## config.mk

```make
export PLATFORM = sky130hd
export DESIGN_NAME = mem_port_arbiter
export DESIGN_NICKNAME = d
export VERILOG_FILES = /design/src/rtl/mem_port_arbiter.sv
export SDC_FILE = /design/constraint.sdc
export NUM_CORES = 1
export LEC_CHECK = 0
export BUFFER_PORTS_ARGS = -buffer_cell sky130_fd_sc_hd__buf_2
export CORE_MARGIN = 2
export CORE_UTILIZATION = 48
export DETAILED_ROUTE_END_ITERATION = 10
export PLACE_DENSITY = 0.93
export SLEW_MARGIN = 20
export SYNTH_ARGS = -nofsm -noshare
export SYNTH_HDL_FRONTEND = slang
export SYNTH_SLANG_ARGS = --single-unit
```

## constraint.sdc

```tcl
create_clock -name clk -period 4.6 [get_ports clk]
set_clock_uncertainty 0.2 [all_clocks]
set_input_delay 0.23 -clock clk [delete_from_list [all_inputs] [get_ports clk]]
set_output_delay 0.23 -clock clk [all_outputs]
set_load 0.05 [all_outputs]
```

## src/rtl/mem_port_arbiter.sv

```systemverilog
// Shares one synchronous RAM port between instruction fetch and load/store.
// Round-robin arbitration, one registered access cycle, one-cycle ack.
module mem_port_arbiter #(
  parameter int WIDTH     = 16,
  parameter int ADDR_BITS = 16
) (
  input  logic                 clk,
  input  logic                 reset,
  input  logic                 if_req,
  input  logic [ADDR_BITS-1:0] if_addr,
  output logic [WIDTH-1:0]     if_rdata,
  output logic                 if_ack,
  input  logic                 d_req,
  input  logic                 d_we,
  input  logic [ADDR_BITS-1:0] d_addr,
  input  logic [WIDTH-1:0]     d_wdata,
  output logic [WIDTH-1:0]     d_rdata,
  output logic                 d_ack,
  output logic [ADDR_BITS-1:0] mem_addr,
  output logic [WIDTH-1:0]     mem_wdata,
  output logic                 mem_we,
  input  logic [WIDTH-1:0]     mem_rdata,
  output logic                 busy,
  output logic                 grant_d
);

  typedef enum logic [1:0] {
    IDLE,
    ACCESS,
    RESP
  } state_t;

  state_t state;
  state_t state_nxt;

  logic last_grant;
  logic owner_we;
  logic if_elig;
  logic d_elig;
  logic gnt_if;
  logic gnt_d;

  // A requester whose ack is high is still holding the old request.
  assign if_elig = if_req & ~if_ack;
  assign d_elig  = d_req & ~d_ack;

  assign busy = (state != IDLE);

  // State register.
  always_ff @(posedge clk) begin
    if (!reset) begin
      state <= IDLE;
    end else begin
      state <= state_nxt;
    end
  end

  // Next state and round-robin grant decision.
  always_comb begin
    state_nxt = state;
    gnt_if    = 1'b0;
    gnt_d     = 1'b0;
    unique case (state)
      IDLE: begin
        if (if_elig && d_elig) begin
          if (last_grant) begin
            gnt_if = 1'b1;
          end else begin
            gnt_d = 1'b1;
          end
        end else if (if_elig) begin
          gnt_if = 1'b1;
        end else if (d_elig) begin
          gnt_d = 1'b1;
        end
        if (gnt_if || gnt_d) begin
          state_nxt = ACCESS;
        end
      end
      ACCESS: state_nxt = RESP;
      RESP:   state_nxt = IDLE;
      default: state_nxt = IDLE;
    endcase
  end

  // RAM drive, read-data capture and ack generation.
  always_ff @(posedge clk) begin
    if (!reset) begin
      mem_addr   <= '0;
      mem_wdata  <= '0;
      mem_we     <= 1'b0;
      if_rdata   <= '0;
      d_rdata    <= '0;
      if_ack     <= 1'b0;
      d_ack      <= 1'b0;
      grant_d    <= 1'b0;
      last_grant <= 1'b1;
      owner_we   <= 1'b0;
    end else begin
      if_ack <= 1'b0;
      d_ack  <= 1'b0;
      unique case (state)
        IDLE: begin
          if (gnt_if) begin
            mem_addr   <= if_addr;
            mem_we     <= 1'b0;
            owner_we   <= 1'b0;
            grant_d    <= 1'b0;
            last_grant <= 1'b0;
          end else if (gnt_d) begin
            mem_addr   <= d_addr;
            owner_we   <= d_we;
            grant_d    <= 1'b1;
            last_grant <= 1'b1;
            if (d_we) begin
              mem_wdata <= d_wdata;
              mem_we    <= 1'b1;
            end
          end
        end
        ACCESS: begin
          mem_we <= 1'b0;
        end
        RESP: begin
          if (grant_d) begin
            if (!owner_we) begin
              d_rdata <= mem_rdata;
            end
            d_ack <= 1'b1;
          end else begin
            if_rdata <= mem_rdata;
            if_ack   <= 1'b1;
          end
        end
        default: begin
          mem_we <= 1'b0;
        end
      endcase
    end
  end

endmodule

```

* Word-level counts from Yosys, hierarchy flattened
Index checks and enable logic that the tools add are counted.
Cells by class: add/sub/neg operators 0, multipliers 0, div/mod/pow operators 0, $lt $le $gt $ge 0, equality and inequality tests 5, shifts and indexed selects 0, mux-type cells 25, bitwise gates (word level) 8, reductions and logical operators 11
Operators with widths (number):
- $mux W16 | 2
- $mux W1 | 20
- $ne A3 B3 Y1 const B | 2
- $not A1 Y1 | 6
- $reduce_and A2 Y1 | 3
- $reduce_and A3 Y1 | 2
- $pmux W2 S2 | 1
- $reduce_and A4 Y1 | 1
- $reduce_bool A2 Y1 | 2
- $and A1 B1 Y1 | 2
- $eq A2 B1 Y1 const B | 1
- $eq A2 B2 Y1 const B | 1
- $logic_not A2 Y1 | 1
- $mux W2 | 1
- $ne A2 B2 Y1 const B | 1
- $pmux W1 S2 | 1
- $logic_and A1 B1 Y1 | 1
- $logic_or A1 B1 Y1 | 1
Storage, ports and cells: bits in registers 72, bits in latches 0, memory bits (writable) 0, bits in read-only memories 0, output and inout bits 69, memories 0

* Depth between registers and ports, before layout
Gate-level depths: netlist of the first run.
depth in word-level cells 10, depth in mapped cells 6

* Worst setup path before layout of the first run
Ideal clock, no wire load.
kind register -> register, start reg state[0], end reg mem_addr[0], library setup time 122 ps, arrival time 1726 ps, required time 4278 ps, path slack 2552 ps, cell stages (with the launch flop) 7, path buffers 2, period minus slack after synthesis 2048 ps, cells stage by stage dfxtp_1 > or2_1 > or4b_1 > buf_6 > buf_6 > o21ai_1 > a31oi_1
On the way: cells in the longest elaborated chain, start to end 4, elaborated cells on any way between the ends 6, those cells by class 3 x mux; 3 x reduce/logical
Ends and longest elaborated chain:
- from (decl) | line 33 | state_t state;
- from (signal assigned) | line 54 | state <= state_nxt;
- $logic_not A2 Y1 (*) | line 63, 102
- $mux W1 | line 63 | unique case (state)
- $reduce_bool A2 Y1 (no line)
- $reduce_and A2 Y1 (no line)
- to (signal assigned) | line 105 | mem_addr <= if_addr;
- to (signal assigned) | line 111 | mem_addr <= d_addr;
- to (decl) | line 19 | output logic [ADDR_BITS-1:0] mem_addr,
Every way passes the cells marked *; elsewhere a longest branch is shown, timed or not. A chain may end at the register's enable or synchronous reset.

* Worst setup path after layout of the first run
Same ends and word-level chain as after synthesis.

==> results.json, run 1 <==
{
  "die_x_um": 78.4,
  "syn_area_sq_um": 2660,
  "rrSetupSlack_ps": 1700,
  "crit_chain": "or2_1 -> or4b_1 -> o21ai_1 -> a31oi_1 -> dlygate4sd3_1",
  "syn_area_per_cell_sq_um": 8.48,
  "area_growth_pct": 52.7,
  "cpPeakStageDelay_ps": 960,
  "wl_per_cell_um": 14.4,
  "fillCellCount": 371,
  "start_util_pct": 48.8,
  "ys.warnings.count": 0,
  "io_buffers": 137,
  "final_cell_mix": "137 x buf_2, 98 x nand2_1, 72 x dfxtp_1",
  "max_freq_mhz": 344,
  "drive_gt1_share_pct": 32.1,
  "clk-insertion-delay-late_ps": 320,
  "cts_tree": "yes",
  "hpwl_um": 4660,
  "finalHoldViolCount": 0,
  "grt_pass1_vias": 2780,
  "synthDistinctLibCells": 26,
  "drc_errors": 0,
  "place.gp.congestion": 0.764,
  "num_antenna_cells": 0,
  "fin_util_pct": 74.5,
  "pwr_density_cell_nw_per_um2": 384,
  "fin_nets": 559,
  "rsz0062_at_grt": "false",
  "postSynthCellCount": 313,
  "period_share_pct": 63.1,
  "layout_commonest_cell": "buf_2",
  "slew_headroom_pct": 27.6,
  "crit_type": "register to register",
  "synth.yosys.seq_area_share_pct": 54.3,
  "clkTransAtPathRegs_ps": 70,
  "syn_nets": 382,
  "htree_levels": 3,
  "yosys_register_bits": 72,
  "cts_resized": 0,
  "period_needed_ps": 2900,
  "ir_drop_mv": 0.285,
  "worst_pin_slew_ps": 1090,
  "cp-end-kind": "register",
  "drt_iter0_drc": 133,
  "hold_start": "if_addr[12]",
  "grt_pass1_wl_um": 12600,
  "wl_um": 8170,
  "drv_slew": 0,
  "rr_startpoint": "state[0]",
  "cts_buffer_depth": 2,
  "cp_max_fo": 36,
  "power_uw": 1560,
  "worst_hold_path.endpoint": "mem_addr[12]",
  "cts_made_buffers": 9,
  "crit_arrival_ps": 2920,
  "crit_path_start_kind": "register",
  "drv_cap": 0,
  "finalSetupViolCount": 0,
  "io_pins": 138,
  "holdPathStages": 3,
  "die_h_um": 78.4,
  "coreArea_sq_um": 5440,
  "via_per_inst": 5.18,
  "total_leakage_power_uw": 0.00193,
  "overflow": 0,
  "grt_max_degree": 56,
  "num_rows": 27,
  "critPathRequiredTime_ps": 4610,
  "numClockSinks": 72,
  "dieArea_sq_um": 6140,
  "cts_root_buffer": "clkbuf_8",
  "ant_nets": 0,
  "slowest_stage": "or4b_1",
  "holdCritPathClass": "input pin to register",
  "finalWorstSetupSlack_ps": 1700,
  "r2r-end": "mem_addr[0]",
  "first_pass_iters": 5,
  "antenna_found_initial": 0,
  "ff2ff_path_depth": 5,
  "status": "finished clean",
  "vias": 2936,
  "place_ws_ps": 2160,
  "grtUsageTotal_pct": 26.2,
  "tns_ps": 0
}
[worst max-delay path, delay by kind of cell, from the launching register on]
kind                   cells  cell delay (ps)
and+or+nand+nor            2             1230
buffers and inverters      1              610
AOI/OAI and AO/OA          2              350
DFF                        1              390
[power by group]
part | switching (uW) | total [uW] | internal, uW
Sequential | 22.7 | 682 | 660
Clock | 221 | 541 | 319
Combinational | 223 | 333 | 110
[kinds of logic after synthesis]
kind of cell    Yosys count  share of synthesized area (%)
buf+inv                  23                           4.57
compound gates           69                           13.9
mux                      16                           6.03
simple gates            133                           21.2
flops                    72                           54.3
[cells in the mapped netlist]
cell type	instances	area, sq um
and2_1	1	6.26
nand3_1	2	10.0
buf_6	4	45.0
nor3b_1	2	15.0
buf_1	2	7.51
dfxtp_1	72	1440
mux2i_1	16	160
or2_1	1	6.26
nor2_1	20	75.1
nor4b_1	1	8.76
o21ai_1	9	45.0
o21ai_2	1	8.76
a31oi_1	16	100
a21oi_1	35	175
or3b_2	1	8.76
nor4_1	1	6.26
nor4b_2	1	15.0
or4b_1	1	10.0
buf_2	4	20.0
clkbuf_1	12	45.0
nand3b_1	2	15.0
nor3b_2	1	12.5
or2_2	1	6.26
inv_2	1	3.75
o21ai_0	8	40.0
nand2_1	98	368
[routing by layer]
metal,track usage (%),routed length (um),up-vias
li1,-,-,1401
met1,26.6,3150,1372
met2,49.7,4340,138
met3,5.06,426,25
met4,14.2,257,0
met5,0,0,-
[timing repair]
action	CTS	global route
buffers inserted	0	0
setup endpoints to repair	0	0
hold endpoints to repair	64	0
hold buffers	51	0
[worst max-delay path by stage]
stage / from / endpoint / slack, ps
after CTS: state[0] / mem_addr[0] / 1770
after detailed placement: state[0] / mem_wdata[13] / 2160
after floorplan: state[0] / mem_addr[0] / 2550
final: state[0] / mem_addr[0] / 1700
after global placement: state[0] / mem_wdata[1] / 2320
after global routing: state[1] / mem_addr[0] / 1560
[area by class of cell]
type | count | area [sq um] | area share, %
Clock buffer | 11 | 141 | 3.49
Clock inverter | 5 | 80.1 | 1.98
Timing Repair Buffer | 188 | 1200 | 29.5
Sequential cell | 72 | 1440 | 35.6
Inverter | 1 | 3.75 | 0.0926
Multi-Input combinational cell | 218 | 1100 | 27.2
Tap cell | 72 | 90.1 | 2.22
[through the flow]
stage / hold WS, ps / instance area [sq um] / cells
after floorplan: 166 / 2660 / 313
after global placement: 239 / 3310 / 500
after detailed placement: 243 / 3310 / 500
after CTS: 2.59 / 4050 / 567
after global routing: 10.5 / 4050 / 567
final: 17.4 / 4050 / 567
[flip-flops by register name (all words and copies together), names as in the netlist]
register    count
if_rdata       16
d_rdata        16
mem_wdata      16
state           2
mem_we          1
mem_addr       16
owner_we        1
d_ack           1
last_grant      1
grant_d         1
if_ack          1
Note: power is estimated with default switching activity, not from simulation.
==> run 2: changes to the inputs <==
CORE_UTILIZATION = 45   (was 48)
PLACE_DENSITY = 0.89   (was 0.93)
clock period = 3.02 ns   (was 4.6 ns; I/O delays follow)
==> run 2 against run 1 <==
Against the previous run: sequential share of layout area down 1.1 points; flip-flop and latch count stayed put; critical endpoint is now mem_addr[3]; power is 46% higher; utilization about the same; register-to-register slack lost 1300 ps; largest power group unchanged; via count up 0.61%; global-route usage shrank 0.43 points.
==> results.json, run 2 (synthesized netlist as in run 1, its figures left out) <==
{
  "drv_cap": 0,
  "numClockSinks": 72,
  "via_per_inst": 5.05,
  "drv_slew": 0,
  "antenna_found_initial": 0,
  "p_clk_share_pct": 30.4,
  "io_pins": 138,
  "grt_pass1_vias": 2992,
  "final_cell_mix": "137 x buf_2, 98 x nand2_1, 72 x dfxtp_1",
  "internal-power_uw": 1520,
  "critPathRequiredTime_ps": 3090,
  "die_x_um": 80.8,
  "finalWorstSetupSlack_ps": 397,
  "netSwitchingFraction_pct": 32.9,
  "ant_nets": 0,
  "cts_buffer_depth": 2,
  "num_antenna_cells": 0,
  "area_growth_pct": 57.4,
  "die_h_um": 80.8,
  "drc_errors": 0,
  "ir_drop_mv": 0.359,
  "hpwl_um": 4870,
  "dieArea_sq_um": 6530,
  "coreArea_sq_um": 5610,
  "grt_pass1_wl_um": 13000,
  "drive_gt1_share_pct": 31.8,
  "dp_cells": 503,
  "pwr_density_cell_nw_per_um2": 543,
  "slew_headroom_pct": 41.4,
  "total_leakage_power_uw": 0.00202,
  "first_pass_iters": 4,
  "wl_per_cell_um": 14.3,
  "rsz0062_at_grt": "false",
  "crit_path_start_kind": "register",
  "fillCellCount": 418,
  "period_share_pct": 86.9,
  "holdCritPathClass": "input pin to register",
  "cts_tree": "yes",
  "grtUsageTotal_pct": 25.7,
  "wl_um": 8390,
  "grt_max_degree": 56,
  "worst_pin_slew_ps": 878,
  "layout_commonest_cell": "buf_2",
  "drt_iter0_drc": 177,
  "p_comb_share_pct": 23.9,
  "multi_input_area_sq_um": 1100,
  "max_freq_mhz": 381,
  "place_ws_ps": 580,
  "overflow": 0,
  "start_util_pct": 47.3,
  "cts_made_buffers": 9,
  "clk-insertion-delay-late_ps": 330,
  "power_switching_uw": 747,
  "io_buffers": 137,
  "finalSetupViolCount": 0,
  "crit_type": "register to register",
  "cts_setup_buffers": 0,
  "clkTransAtPathRegs_ps": 70,
  "finalHoldViolCount": 0,
  "fin_nets": 577,
  "period_needed_ps": 2620,
  "vias": 2954,
  "cp-end-kind": "register",
  "num_rows": 27,
  "seq_area_sq_um": 1440,
  "tns_ps": 0,
  "place.gp.congestion": 0.798,
  "crit_arrival_ps": 2700,
  "layout.cells.non_filler": 585,
  "htree_levels": 3,
  "seq_power_share_pct": 45.7,
  "status": "finished clean",
  "cp_max_fo": 18,
  "cts_root_buffer": "clkbuf_8"
}
==> run 2: area by class of cell <==
| class | count | share of cell area (%) |
|---|---|---|
| clock inverter | 6 | 1.02 |
| sequential | 72 | 34.5 |
| clock buffer | 10 | 3.29 |
| timing repair buffer | 206 | 32.7 |
| multi-input combinational | 218 | 26.2 |
| inverter | 1 | 0.0898 |
| tap | 72 | 2.16 |
==> run 2: critical path, stage by stage, from the launching register on <==
cell and delay [ps]:
dfxtp_1 370, nor4b_2 420, and2_1 640, nand2_1 170, a31oi_1 180, dlygate4sd3_1 580
==> run 2: power by group through the flow <==
stage / combinational, uW / clock [uW] / sequential, uW
global route: 579 / 743 / 1040
global placement: 434 / 0 / 1050
finish: 542 / 690 / 1040
floorplan: 157 / 0 / 1230
CTS: 531 / 707 / 1040
detailed placement: 443 / 0 / 1060
==> run 2: path summary, 6_finish.rpt <==
kind,from,to,slack (ps),depth (start not counted)
worst max-delay path,state[0],mem_addr[3],400,5
worst min register to register,d_rdata[0],d_rdata[0],260,2
worst max register to register,state[0],mem_addr[3],400,5
worst min-delay path,if_req,mem_we,100,3
==> run 2: routing by layer <==
metal	wire length (um)	track usage [%]	share of wire [%]
met1	3040	25.9	36
met2	4390	48.0	52
met3	570	5.22	6.8
met4	399	16.1	4.8
met5	0	0	0
==> run 2: through the flow <==
stage | total power (uW) | util [%] | hold WS (ps) | instance area (sq um)
2_1_floorplan | 1390 | - | 87.0 | 2660
3_3_place_gp | 1490 | 59.5 | 179 | 3340
3_5_place_dp | 1500 | 59.5 | 189 | 3340
4_1_cts | 2270 | 74.5 | 78.6 | 4180
5_1_grt | 2370 | 74.5 | 104 | 4180
6_report | 2270 | 74.5 | 99.5 | 4180
==> run 2: repair_timing <==
action / CTS / global route
hold endpoints to repair: 67 / 0
endpoints found under the setup margin: 0 / 2
gates resized for setup: 0 / 1
hold buffers: 66 / 0
==> run 3: changes to the inputs <==
clock period = 2.7 ns   (was 3.02 ns; I/O delays follow)
==> run 3 against run 2 <==
Against the previous run: cell count grew 0.17%; design area grew 1.2%; combinational power grew 13%; largest cell class unchanged; largest power group unchanged.
==> results.json, run 3 (synthesized netlist as in run 1, its figures left out) <==
{
  "first_pass_iters": 4,
  "cp-end-kind": "register",
  "cts_made_buffers": 9,
  "grt_pass1_wl_um": 12500,
  "place.gp.congestion": 0.818,
  "critPathRequiredTime_ps": 2720,
  "ff2ff_path_depth": 6,
  "period_needed_ps": 2610,
  "max_freq_mhz": 383,
  "crit_type": "register to register",
  "grtUsageTotal_pct": 24.8,
  "holdPathStages": 4,
  "place_ws_ps": 570,
  "area_growth_pct": 59.3,
  "wl_per_cell_um": 14.4,
  "finalHoldViolCount": 0,
  "num_antenna_cells": 0,
  "finalSetupViolCount": 0,
  "grt_max_degree": 56,
  "start_util_pct": 47.3,
  "cts_tree": "yes",
  "overflow": 0,
  "drv_cap": 0,
  "drc_errors": 0,
  "cts_buffer_depth": 2,
  "numClockSinks": 72,
  "rsz0062_at_grt": "false",
  "crit_path_start_kind": "register",
  "fin_nets": 578,
  "worst_hold_path.endpoint": "owner_we",
  "hold_start": "if_req",
  "dieArea_sq_um": 6530,
  "hpwl_um": 4850,
  "period_share_pct": 96.6,
  "die_h_um": 80.8,
  "num_rows": 27,
  "tns_ps": 0,
  "vias": 2956,
  "seq_area_sq_um": 1440,
  "grt_pass1_vias": 2842,
  "fillCellCount": 415,
  "rrSetupSlack_ps": 90,
  "clkTransAtPathRegs_ps": 70,
  "ir_drop_mv": 0.398,
  "cts_root_buffer": "clkbuf_8",
  "htree_levels": 3,
  "r2r-end": "mem_addr[10]",
  "rr_startpoint": "state[0]",
  "clk-insertion-delay-late_ps": 320,
  "crit_arrival_ps": 2630,
  "antenna_found_initial": 0,
  "drive_gt1_share_pct": 32.1,
  "drt_iter0_drc": 157,
  "drv_slew": 0,
  "die_x_um": 80.8,
  "worst_pin_slew_ps": 879,
  "pwr_density_cell_nw_per_um2": 640,
  "holdCritPathClass": "input pin to register",
  "multi_input_area_sq_um": 1100,
  "coreArea_sq_um": 5610,
  "total_leakage_power_uw": 0.00203,
  "cp_max_fo": 24,
  "final_cell_mix": "137 x buf_2, 98 x nand2_1, 72 x dfxtp_1",
  "ant_nets": 0,
  "via_per_inst": 5.04,
  "status": "finished clean",
  "cts_setup_buffers": 0,
  "wl_um": 8440,
  "layout_commonest_cell": "buf_2",
  "slew_headroom_pct": 41.3,
  "finalWorstSetupSlack_ps": 91.5,
  "io_buffers": 137,
  "io_pins": 138
}
[run 3: cell count changes in the layout (fill, tap and decap cells not counted)]
| cell | previous run | this run |
|---|---|---|
| and2_2 | 0 | 1 |
| clkinv_2 | 2 | 1 |
| bufinv_16 | 0 | 2 |
| inv_6 | 1 | 0 |
| clkbuf_8 | 10 | 9 |
| clkinvlp_4 | 2 | 3 |
| and2_1 | 1 | 0 |
| buf_4 | 3 | 4 |
[run 3: repair_timing]
item                       CTS  global route
setup endpoints to repair    0            14
resized for setup            0             2
hold buffers                66             0
hold endpoints to repair    67             0
[run 3: layer usage]
metal	global-route usage, %	up-vias	share of wire [%]
met5	0	-	0
met4	11.5	0	2.7
met3	5.22	25	6.2
met2	47.5	120	53
met1	25.4	1372	38
li1	-	1439	-
[run 3: metrics by stage]
step	total power, uW	cells	instance area, sq um	utilization (%)	hold WS [ps]
floorplan	1550	313	2660	-	71.0
global placement	1670	504	3340	59.6	165
detailed placement	1680	504	3340	59.6	174
CTS	2700	586	4220	75.3	35.9
global route	2810	586	4230	75.4	99.8
finish	2710	586	4230	75.4	64.5
[run 3: layout make-up]
class	instances	share of cell area [%]
Sequential cell	72	34.1
Timing Repair Buffer	207	32.5
Multi-Input combinational cell	218	25.9
Clock buffer	9	2.93
Clock inverter	7	2.28
Tap cell	72	2.13
Inverter	1	0.0888
[run 3: worst max-delay path, stage by stage, from the launching register on]
cell	delay [ps]
dfxtp_1	380
or2_1	280
or4b_4	580
buf_4	250
o21ai_1	170
a31oi_1	70
dlygate4sd3_1	570
[run 3: power breakdown]
group | switching (uW) | internal, uW | total [uW]
sequential | 38.0 | 1120 | 1160
combinational | 388 | 224 | 612
clock | 413 | 520 | 933
[run 3: worst max-delay path by stage]
stage / end / depth (start not counted) / from
floorplan: mem_addr[0] / 6 / state[0]
global placement: owner_we / 5 / state[0]
detailed placement: mem_addr[13] / 5 / state[0]
CTS: mem_addr[13] / 6 / state[0]
global route: mem_addr[10] / 6 / state[0]
finish: mem_addr[10] / 6 / state[0]
